--- config.mk ---
export PLATFORM = sky130hd
export DESIGN_NAME = div
export DESIGN_NICKNAME = d
export VERILOG_FILES = /design/src/rtl/div.sv
export SDC_FILE = /design/constraint.sdc
export NUM_CORES = 1
export LEC_CHECK = 0
export BUFFER_PORTS_ARGS = -buffer_cell sky130_fd_sc_hd__buf_2
export CAP_MARGIN = 20
export CORE_ASPECT_RATIO = 0.9
export CORE_MARGIN = 2
export CORE_UTILIZATION = 59
export DETAILED_ROUTE_END_ITERATION = 8
export PLACE_DENSITY = 0.86
export SETUP_SLACK_MARGIN = 0.05
export SYNTH_ARGS = -nofsm -noshare
export SYNTH_HDL_FRONTEND = slang
export SYNTH_SLANG_ARGS = --single-unit
--- constraint.sdc ---
create_clock -name clk -period 3.48 [get_ports clk]
set_input_delay 0.696 -clock clk [delete_from_list [all_inputs] [get_ports clk]]
set_output_delay 0.696 -clock clk [all_outputs]
set_load 0.1 [all_outputs]
--- src/rtl/div.sv ---
// div: radix-2 restoring 32-bit divider for div/divu, remainder in result_o[63:32], quotient in result_o[31:0]
module div (
    input  logic        clk,
    input  logic        rst,
    input  logic        signed_div_i,
    input  logic [31:0] opdata1_i,
    input  logic [31:0] opdata2_i,
    input  logic        start_i,
    input  logic        annul_i,
    output logic [63:0] result_o,
    output logic        ready_o
);
    typedef enum logic [1:0] {S_FREE, S_BYZERO, S_ON, S_END} state_t;
    state_t state, state_n;
    logic [5:0]  cnt, cnt_n;
    logic [31:0] dvd, dvd_n, dsr, dsr_n, rem, rem_n;
    logic        neg_q, neg_q_n, neg_r, neg_r_n, ready_n;
    logic [63:0] result_n;
    logic [32:0] rem_sh;
    always_ff @(posedge clk) begin
        if (rst) begin
            state    <= S_FREE;
            cnt      <= '0;
            dvd      <= '0;
            dsr      <= '0;
            rem      <= '0;
            neg_q    <= 1'b0;
            neg_r    <= 1'b0;
            ready_o  <= 1'b0;
            result_o <= '0;
        end else begin
            state    <= state_n;
            cnt      <= cnt_n;
            dvd      <= dvd_n;
            dsr      <= dsr_n;
            rem      <= rem_n;
            neg_q    <= neg_q_n;
            neg_r    <= neg_r_n;
            ready_o  <= ready_n;
            result_o <= result_n;
        end
    end
    // dvd shifts out dividend bits MSB first and shifts in quotient bits, ending as the quotient
    always_comb begin
        state_n  = state;
        cnt_n    = cnt;
        dvd_n    = dvd;
        dsr_n    = dsr;
        rem_n    = rem;
        neg_q_n  = neg_q;
        neg_r_n  = neg_r;
        ready_n  = 1'b0;
        result_n = '0;
        rem_sh   = {rem, dvd[31]};
        case (state)
            S_FREE: begin
                if (start_i && !annul_i) begin
                    state_n = (opdata2_i == '0) ? S_BYZERO : S_ON;
                    dvd_n   = (signed_div_i && opdata1_i[31]) ? -opdata1_i : opdata1_i;
                    dsr_n   = (signed_div_i && opdata2_i[31]) ? -opdata2_i : opdata2_i;
                    rem_n   = '0;
                    cnt_n   = '0;
                    neg_q_n = signed_div_i && (opdata1_i[31] ^ opdata2_i[31]);
                    neg_r_n = signed_div_i && opdata1_i[31];
                end
            end
            S_BYZERO: begin
                state_n = S_END;
                ready_n = 1'b1;
            end
            S_ON: begin
                if (annul_i) begin
                    state_n = S_FREE;
                end else if (!cnt[5]) begin
                    rem_n = (rem_sh >= {1'b0, dsr}) ? rem_sh[31:0] - dsr : rem_sh[31:0];
                    dvd_n = {dvd[30:0], rem_sh >= {1'b0, dsr}};
                    cnt_n = cnt + 6'd1;
                end else begin
                    state_n  = S_END;
                    ready_n  = 1'b1;
                    result_n = {neg_r ? -rem : rem, neg_q ? -dvd : dvd};
                end
            end
            S_END: begin
                state_n  = start_i ? S_END : S_FREE;
                ready_n  = start_i;
                result_n = start_i ? result_o : '0;
            end
        endcase
    end
endmodule
==> results.py, run 1 <==
metrics = {
    "yosys": {
        "synth_edf_count": 0,
        "synthCells": 1348,
        "synth.distinct_cells": 69,
        "synth_seq_cells": 171,
        "synth_area_um2": 10700,
        "ys_seq_area_share_pct": 31.9,
        "ys_warn_count": 0,
        "synthFlopType": "dfxtp_1",
        "async_reset_ff_share_pct": 0,
        "syn_avg_cell_area_um2": 7.96,
        "syn-num-nets": 1455,
    },
    "die": {
        "initial_core_util_pct": 60.5,
        "die_y_um": 132,
        "core_area_um2": 17700,
        "die-area_um2": 19300,
        "pin_count": 134,
        "die_w_um": 146,
        "rows": 46,
    },
    "cells_and_area": {
        "area_delta_synth_final_pct": 13.8,
        "fill_cells": 1494,
        "final_cell_mix": "dfxtp_1, nor2_1, buf_2, nand2_1, xnor2_1",
        "final_common_cell": "dfxtp_1",
        "fin_area_um2": 12200,
        "multi_input_area_um2": 6790,
        "fin_util_pct": 68.9,
        "finalNetCount": 1550,
        "instances_no_fill": 1695,
        "diodes": 0,
        "regArea_um2": 3420,
        "drive_above_1_share_pct": 14.8,
    },
    "route": {
        "drcViolationCount": 0,
        "vias": 10400,
        "wl_per_cell_um": 17.0,
        "post_drt_via_cell_ratio": 6.11,
        "first_iter_violations": 1066,
        "first_pass_iters": 6,
        "antenna_left": 0,
        "wirelength_mm": 28.8,
    },
    "worst_setup_path": {
        "path_class": "reg -> reg",
        "cp.depth": 11,
        "path_cells": "inv_1 -> ha_1 -> and2_1 -> nand3_1 -> nor4_1 -> buf_4 -> a21oi_1 -> a21oi_2 -> buf_12 -> mux2i_1 -> o21ai_1",
        "cp_top_family": "simple AND/OR/NAND/NOR gates",
        "endpoint": "rem[3]",
        "ff2ff_path_depth": 11,
        "cp-startpoint": "dsr[20]",
        "reg2reg_slack_ns": 0.35,
        "cpMaxStageDelayCell": "nor4_1",
        "r2r_end": "rem[3]",
        "cpPeakStageDelay_ns": 0.43,
        "crit_path_start_kind": "flop",
        "crit_fanout": 21,
        "cp.required_ns": 3.76,
        "arrival_ns": 3.41,
        "r2r_start": "dsr[20]",
        "crit_buf_inv": 3,
        "crit_path_end_kind": "flop",
    },
    "sta": {
        "hold_ws_ns": 0.456,
        "setup_ws_ns": 0.353,
        "rsz0062_at_grt": "false",
        "tns_ns": 0,
        "tightest_slew_ns": 0.924,
        "hold_violations": 0,
        "maxSlewViolCount": 0,
        "fin_crit_sh_pct": 89.9,
        "period_minus_slack_ns": 3.13,
        "fmax_mhz": 320,
        "skew_ns": 0.00835,
        "relSlewSlack_pct": 38.4,
        "finalSetupViolations": 0,
    },
    "power": {
        "p_leak_nw": 5.09,
        "p_total_mw": 5.30,
        "ir_worst_vdd_uv": 276,
        "power_density_nw_per_um2": 434,
    },
    "hold_path": {
        "hold_start": "dsr[16]",
        "hp-class": "reg -> reg",
    },
    "clocking": {
        "cts_tree": "built",
        "ctsResizeCount": 0,
        "clockRootBuffer": "clkbuf_16",
        "cts_htree_levels": 4,
        "clock_sinks": 171,
        "clock_latency_ns": 0.44,
        "holdBufCountCts": 0,
        "numCtsBuffers": 17,
        "cts_buffer_depth": 2,
        "postCtsSetupBuffers": 0,
        "clkSlewWorstSetupHoldPaths_ns": 0.07,
    },
    "global_routing": {
        "antenna_found_initial": 0,
        "grt_max_degree": 67,
        "overflow": 0,
        "grt_usage_pct": 29.1,
        "grt_pass1_vias": 9039,
        "grt_first_pass_wirelength_mm": 46.3,
    },
    "run": {
        "drv_cap": 0,
    },
    "placed_design": {
        "gp_congestion": 0.949,
        "dpl-instance-area_um2": 11600,
        "io_buffer_count": 133,
        "placed_cells_incl_taps": 1663,
        "place_ws_ns": 0.362,
        "dp_hpwl_mm": 21.4,
    },
    "outcome": {
        "status": "finished, final reports clean",
    },
}
==> area by class of cell <==
| type | instances | area share [%] |
|---|---|---|
| sequential | 171 | 28.0 |
| tap | 240 | 2.46 |
| clock buffer | 19 | 3.63 |
| multi-input combinational | 1037 | 55.6 |
| inverter | 51 | 1.57 |
| clock inverter | 12 | 1.05 |
| timing repair buffer | 165 | 7.70 |
==> synth_stat cells (6+ instances only) <==
cell / count / area, µm²
o21ai_1: 54 / 270
mux2i_1: 23 / 230
nand3_1: 24 / 120
clkbuf_1: 80 / 300
o22ai_1: 6 / 37.5
and3_1: 9 / 56.3
o41ai_1: 18 / 158
inv_1: 51 / 191
nor4_1: 11 / 68.8
o21ai_0: 32 / 160
a311oi_1: 7 / 61.3
or4_1: 11 / 82.6
o211ai_1: 14 / 105
a211oi_1: 45 / 338
xor2_1: 57 / 499
nor2_1: 154 / 578
a21o_1: 19 / 143
nand2b_1: 10 / 62.6
a21oi_1: 86 / 430
a22oi_1: 42 / 315
nand4_1: 12 / 75.1
dfxtp_1: 171 / 3420
o31ai_1: 21 / 158
nor3_1: 18 / 90.1
a31oi_1: 8 / 50.1
ha_1: 37 / 463
a22o_1: 24 / 210
or3_1: 11 / 68.8
xnor2_1: 88 / 771
and2_1: 7 / 43.8
a32oi_1: 10 / 87.6
nand2_1: 115 / 432
==> how the worst min path moves through the flow <==
stage,end,slack (ns),cells past startpoint
5_1_grt,result_o[30],0.50,1
4_1_cts,dsr[16],0.46,2
6_report,dsr[16],0.46,2
3_3_place_gp,dsr[16],0.44,2
3_5_place_dp,dsr[16],0.45,2
2_1_floorplan,dsr[16],0.43,2
==> logic make-up after synthesis <==
group	Yosys count	synth area share, %
muxes	23	2.15
DFF	171	31.9
buffers and inverters	140	5.11
AOI/OAI and AO/OA	422	26.7
xor gates and xnor gates	145	11.8
adders and majority gates	38	4.50
and+or+nand+nor	409	17.8
==> routing by layer <==
metal	wire length, µm	GRT usage [%]	vias to the layer above
li1	-	-	5078
met1	13600	44.9	4773
met2	11800	41.4	479
met3	3070	6.26	31
met4	315	6.58	0
met5	0	0	-
==> worst register-to-register path, delay by kind of cell (launching register included) <==
kind                       cells  cell delay, ns
DFF                            1            0.34
muxes                          1            0.26
adders and majority gates      1            0.40
buffers and inverters          3            0.50
AOI/OAI and AO/OA              3            0.59
and+or+nand+nor                3            0.89
==> state kept, by name, indices dropped and copies added (netlist names) <==
register / count
dvd: 32
result_o: 64
state: 2
neg_q: 1
rem: 32
ready_o: 1
dsr: 32
neg_r: 1
cnt: 6
==> where the power goes <==
group	total (mW)	switching [mW]	internal, mW
registers	2.13	0.0997	2.03
logic	1.30	0.778	0.519
clock network	1.87	0.848	1.02
total	5.30	1.73	3.58
(Power assumes the default switching activity.)
==> run 2: changes to the inputs <==
==> constraint.sdc (replaced) <==
create_clock -name clk -period 3.5 [get_ports clk]
set_input_delay 0.7 -clock clk [delete_from_list [all_inputs] [get_ports clk]]
set_output_delay 0.7 -clock clk [all_outputs]
set_load 0.1 [all_outputs]
==> run 2 against run 1 <==
  * Global-route usage increased by 0.071 points
  * Total power rose by 0.95%
  * Count of clock-buffer cells in the layout is 1 lower
  * Sequential power about the same
  * Non-clock buffer count up 1
  * Final cell count up 0.12%
  * Critical endpoint is now rem[14]
  * Highest routed layer unchanged
==> results.py, run 2 (synthesis results as in run 1) <==
metrics = {
    "die": {
        "core_area_um2": 17700,
        "initial_core_util_pct": 60.5,
        "die_w_um": 146,
        "die_y_um": 132,
        "rows": 46,
        "die-area_um2": 19300,
        "pin_count": 134,
    },
    "cells_and_area": {
        "largest_reg_flops": 64,
        "finalNetCount": 1551,
        "fin_util_pct": 69.1,
        "fin_area_um2": 12200,
        "instances_no_fill": 1697,
        "area_delta_synth_final_pct": 14.1,
        "final_cell_mix": "dfxtp_1, nor2_1, buf_2, nand2_1, xnor2_1",
        "top_register": "result_o",
        "diodes": 0,
        "final_common_cell": "dfxtp_1",
        "fill_cells": 1494,
        "drive_above_1_share_pct": 15.0,
    },
    "route": {
        "first_iter_violations": 1121,
        "antenna_left": 0,
        "post_drt_via_cell_ratio": 6.13,
        "wirelength_mm": 28.7,
        "drcViolationCount": 0,
        "wl_per_cell_um": 16.9,
        "vias": 10400,
        "first_pass_iters": 5,
    },
    "power": {
        "ir_worst_vdd_uv": 313,
        "clkPwrFrac_pct": 36.2,
        "p_sw_mw": 1.77,
        "comb_power_share_pct": 24.1,
        "p_int_mw": 3.58,
        "p_seq_share_pct": 39.6,
        "power_density_nw_per_um2": 437,
        "p_leak_nw": 5.11,
        "switching_share_pct": 33.1,
    },
    "global_routing": {
        "grt_first_pass_wirelength_mm": 46.7,
        "overflow": 0,
        "antenna_found_initial": 0,
        "grt_usage_pct": 29.2,
        "grt_pass1_vias": 9024,
        "grt_max_degree": 74,
    },
    "hold_path": {
        "hp-class": "reg -> reg",
    },
    "placed_design": {
        "io_buffer_count": 133,
        "dp_hpwl_mm": 21.4,
        "dpl-instance-area_um2": 11600,
        "gp_congestion": 0.960,
        "placed_cells_incl_taps": 1665,
    },
    "worst_setup_path": {
        "arrival_ns": 3.47,
        "cpMostUsedCell": "inv_1",
        "cp_top_family": "compound AO/OA/AOI/OAI gates",
        "crit_path_end_kind": "flop",
        "cp.required_ns": 3.82,
        "crit_buf_inv": 3,
        "crit_fanout": 3,
        "path_cells": "inv_1 -> ha_1 -> inv_1 -> fa_1 -> a21o_1 -> a221oi_1 -> nor2_1 -> o41ai_1 -> buf_4 -> o21bai_1 -> a21oi_1 -> xnor2_1 -> o21ai_1",
        "cpPeakStageDelay_ns": 0.49,
        "cpMaxStageDelayCell": "a221oi_1",
        "path_class": "reg -> reg",
        "crit_path_start_kind": "flop",
    },
    "clocking": {
        "numCtsBuffers": 17,
        "cts_tree": "built",
        "cts_buffer_depth": 2,
        "holdBufCountCts": 0,
        "clkSlewWorstSetupHoldPaths_ns": 0.07,
        "ctsResizeCount": 0,
        "clock_sinks": 171,
        "cts_htree_levels": 4,
        "postCtsSetupBuffers": 0,
        "clock_latency_ns": 0.44,
        "clockRootBuffer": "clkbuf_16",
    },
    "sta": {
        "tns_ns": 0,
        "rsz0062_at_grt": "false",
        "tightest_slew_ns": 1.04,
        "hold_ws_ns": 0.457,
        "period_minus_slack_ns": 3.15,
        "fmax_mhz": 317,
        "fin_crit_sh_pct": 90.1,
        "skew_ns": 0.00750,
        "maxSlewViolCount": 0,
        "relSlewSlack_pct": 30.7,
        "finalSetupViolations": 0,
        "hold_violations": 0,
    },
    "run": {
        "drv_cap": 0,
    },
    "outcome": {
        "status": "finished, final reports clean",
    },
}
run 2: cell types whose count changed in the layout (fill, tap and decap cells not counted), sizes merged:
cell and change:
buf +1, clkbuf -1, inv +1, clkinvlp -1, clkinv +2
run 2: path summary, 6_finish.rpt:
kind | slack (ns) | to | start | cells after the start
setup / recovery | 0.35 | rem[14] | dvd[31] | 13
hold / removal | 0.46 | dsr[16] | dsr[16] | 2
setup reg to reg | 0.35 | rem[14] | dvd[31] | 13
hold reg to reg | 0.46 | dsr[16] | dsr[16] | 2
run 2: worst min-delay path, stage by stage (launching register included):
cell,delay [ns]
dfxtp_1,0.31
nand2_1,0.05
a21oi_1,0.05
run 2: layout make-up:
class                      instances  area (µm²)  area share, %
multi-input combinational       1037        6790           55.4
sequential                       171        3420           27.9
timing repair buffer             166         928           7.58
clock buffer                      18         439           3.59
tap                              240         300           2.45
inverter                          51         191           1.56
clock inverter                    14         176           1.44
run 2: power by group through the flow:
stage	clock network (mW)	registers (mW)	logic [mW]
floorplan	0	2.13	0.938
global placement	0	2.16	1.24
detailed placement	0	2.16	1.26
CTS	1.95	2.12	1.27
global route	2.03	2.13	1.42
finish	1.94	2.12	1.29
run 2: stage by stage:
stage	worst slack (ns)	total power, mW
finish	0.347	5.35
global route	0.179	5.58
CTS	0.412	5.34
detailed placement	0.378	3.42
global placement	0.382	3.39
floorplan	0.589	3.07
run 2: layer usage:
layer | routed length, µm | vias to the layer above | track usage (%)
met3 | 2760 | 46 | 5.26
met2 | 11600 | 465 | 41.2
met5 | 0 | - | 0
met1 | 13800 | 4813 | 45.6
li1 | - | 5077 | -
met4 | 425 | 0 | 7.34
==> run 3: changes to the inputs <==
--- a/config.mk
+++ b/config.mk
@@ -5,11 +5,12 @@
 export SDC_FILE = /design/constraint.sdc
 export NUM_CORES = 1
 export LEC_CHECK = 0
+export ABC_AREA = 1
 export BUFFER_PORTS_ARGS = -buffer_cell sky130_fd_sc_hd__buf_2
 export CAP_MARGIN = 20
 export CORE_ASPECT_RATIO = 0.9
 export CORE_MARGIN = 2
-export CORE_UTILIZATION = 59
+export CORE_UTILIZATION = 60
 export DETAILED_ROUTE_END_ITERATION = 8
 export PLACE_DENSITY = 0.86
 export SETUP_SLACK_MARGIN = 0.05
==> run 3 against run 2 <==
  * Global-route usage up 9.1 points
  * Final cell count up 48%
  * Sequential power up 6%
  * Wire length up 49%
  * Hold slack better by 0.0031 ns
  * Worst setup slack better by 0.35 ns
  * Synthesized cell count up 58%
  * Clock skew up 0.011 ns
  * Total power up 35%
  * Largest cell class unchanged
==> results.py, run 3 <==
metrics = {
    "cells_and_area": {
        "area_delta_synth_final_pct": 11.1,
        "fin_util_pct": 67.9,
        "largest_reg_flops": 64,
        "drive_above_1_share_pct": 10.8,
        "fin_area_um2": 14100,
        "diodes": 0,
        "final_cell_mix": "nand2_1, inv_1, a21oi_1, nand3_1, dfxtp_1",
        "finalNetCount": 2327,
        "top_register": "result_o",
        "final_common_cell": "nand2_1",
    },
    "yosys": {
        "ys_warn_count": 0,
        "syn-num-nets": 2236,
        "synth_edf_count": 0,
        "synth.distinct_cells": 45,
        "synth_area_um2": 12700,
        "ys_seq_area_share_pct": 27.0,
        "synth_top_cell_area_share_pct": 27.0,
        "synthFlopType": "dfxtp_1",
        "synthCells": 2129,
        "synth.most_common_cell": "nand2_1",
        "async_reset_ff_share_pct": 0,
        "yosys.area.top_type": "dfxtp_1",
        "synth_common_cells": "nand2_1, inv_1, a21oi_1",
        "syn_avg_cell_area_um2": 5.96,
        "synth_seq_cells": 171,
        "ys_top_cells_by_area": "dfxtp_1, nand2_1, a21oi_1, inv_1, nand3_1",
    },
    "route": {
        "vias": 14600,
        "antenna_left": 0,
        "wl_per_cell_um": 17.0,
        "drcViolationCount": 0,
        "first_iter_violations": 1968,
        "first_pass_iters": 6,
        "wirelength_mm": 42.7,
        "post_drt_via_cell_ratio": 5.80,
    },
    "sta": {
        "finalSetupViolations": 0,
        "fmax_mhz": 357,
        "skew_ns": 0.0180,
        "tightest_slew_ns": 0.717,
        "period_minus_slack_ns": 2.80,
        "maxSlewViolCount": 0,
        "tns_ns": 0,
        "relSlewSlack_pct": 52.1,
        "fin_crit_sh_pct": 79.9,
        "hold_violations": 0,
        "rsz0062_at_grt": "false",
    },
    "clocking": {
        "holdBufCountCts": 0,
        "postCtsSetupBuffers": 0,
        "cts_htree_levels": 4,
        "cts_buffer_depth": 2,
        "clkSlewWorstSetupHoldPaths_ns": 0.07,
        "clock_sinks": 171,
        "ctsResizeCount": 0,
        "cts_tree": "built",
        "clock_latency_ns": 0.44,
        "clockRootBuffer": "clkbuf_16",
        "numCtsBuffers": 17,
    },
    "die": {
        "rows": 50,
        "die_w_um": 157,
        "core_area_um2": 20800,
        "initial_core_util_pct": 61.1,
        "die-area_um2": 22300,
        "die_y_um": 142,
        "pin_count": 134,
    },
    "global_routing": {
        "grt_pass1_vias": 12700,
        "overflow": 0,
        "grt_usage_pct": 38.4,
        "antenna_found_initial": 0,
        "grt_first_pass_wirelength_mm": 67.2,
        "grt_max_degree": 65,
    },
    "hold_path": {
        "hp-class": "reg -> reg",
        "hold_start": "result_o[28]",
    },
    "worst_setup_path": {
        "path_class": "reg -> reg",
        "arrival_ns": 3.08,
        "crit_path_start_kind": "flop",
        "cp.required_ns": 3.79,
        "r2r_start": "dsr[0]",
        "crit_path_end_kind": "flop",
        "crit_fanout": 4,
        "cp-startpoint": "dsr[0]",
    },
    "power": {
        "p_leak_nw": 6.90,
        "power_density_nw_per_um2": 512,
        "ir_worst_vdd_uv": 319,
    },
    "placed_design": {
        "gp_congestion": 1.02,
        "dpl-instance-area_um2": 13500,
        "io_buffer_count": 133,
        "dp_hpwl_mm": 33.2,
    },
    "run": {
        "drv_cap": 0,
    },
    "outcome": {
        "status": "finished, final reports clean",
    },
}
## run 3: changes by cell type in the layout (fill, tap and decap cells not counted), sizes merged, moves of 41 or more
cell    previous run  this run
a21oi             86       238
inv               58       298
a22oi             42         0
xnor2             88        22
a211oi            45         4
nand2            115       618
nand3             24       202
## run 3: final timing paths
| path | cells after the start | end | slack, ns |
|---|---|---|---|
| setup / recovery | 15 | rem[28] | 0.70 |
| hold / removal | 2 | result_o[28] | 0.46 |
| setup reg to reg | 15 | rem[28] | 0.70 |
| hold reg to reg | 2 | result_o[28] | 0.46 |
## run 3: area by class of cell
cell class,count,area (µm²)
fillers,1982,6670
well taps,286,358
repair buffers,150,796
inverters,298,1120
clock buffers,17,425
clock inverters,14,184
flip-flops and latches,171,3420
multi-input cells,1582,7790
## run 3: worst max-delay path, stage by stage, from the launching register on
cell and delay, ns:
dfxtp_1 0.44, ha_1 0.18, inv_1 0.09, fa_1 0.46, nand3_1 0.12, nand3_1 0.26
nand2_1 0.17, nand2_1 0.15, nand2_1 0.09, nand2_1 0.12, nand2_1 0.22, nand2_1 0.08
nand2_1 0.06, nand3_1 0.06, nand2_1 0.09, a21oi_1 0.06
## run 3: power by group
part / switching (mW) / internal, mW / total [mW] / leakage [nW]
Sequential: 0.161 / 2.08 / 2.24 / 1.39
Clock: 0.882 / 1.14 / 2.02 / 0.291
Combinational: 2.08 / 0.879 / 2.96 / 5.22
Total: 3.12 / 4.10 / 7.22 / 6.90
## run 3: layer usage
metal  track usage (%)  wire length, µm  vias to the layer above
met5                 0                0                        -
met4              10.1              922                        0
met3              8.25             5280                       72
met2              55.9            17600                      831
met1              57.0            19000                     6620
li1                  -                -                     7073
## run 3: stage by stage
step                      hold slack, ns  worst slack, ns  power [mW]  instances
final                              0.460            0.702        7.22       2518
after global routing               0.475            0.602        7.61       2518
after CTS                          0.463            0.847        7.10       2518
after detailed placement           0.452            0.838        5.11       2487
after global placement             0.449            0.796        5.09       2487
after floorplan                    0.457             1.40        4.34       2129
## run 3: cells by family (layout without fill, tap and decap cells)
kind of cell | count (synthesis) | in the layout | synth area share (%)
AO/OA/AOI/OAI | 397 | 397 | 16.8
adder cells (fa/ha/maj) | 38 | 38 | 3.80
AND/OR/NAND/NOR | 1095 | 1095 | 37.1
buffers and inverters | 376 | 479 | 11.7
XOR/XNOR | 52 | 52 | 3.59
flip-flops | 171 | 171 | 27.0
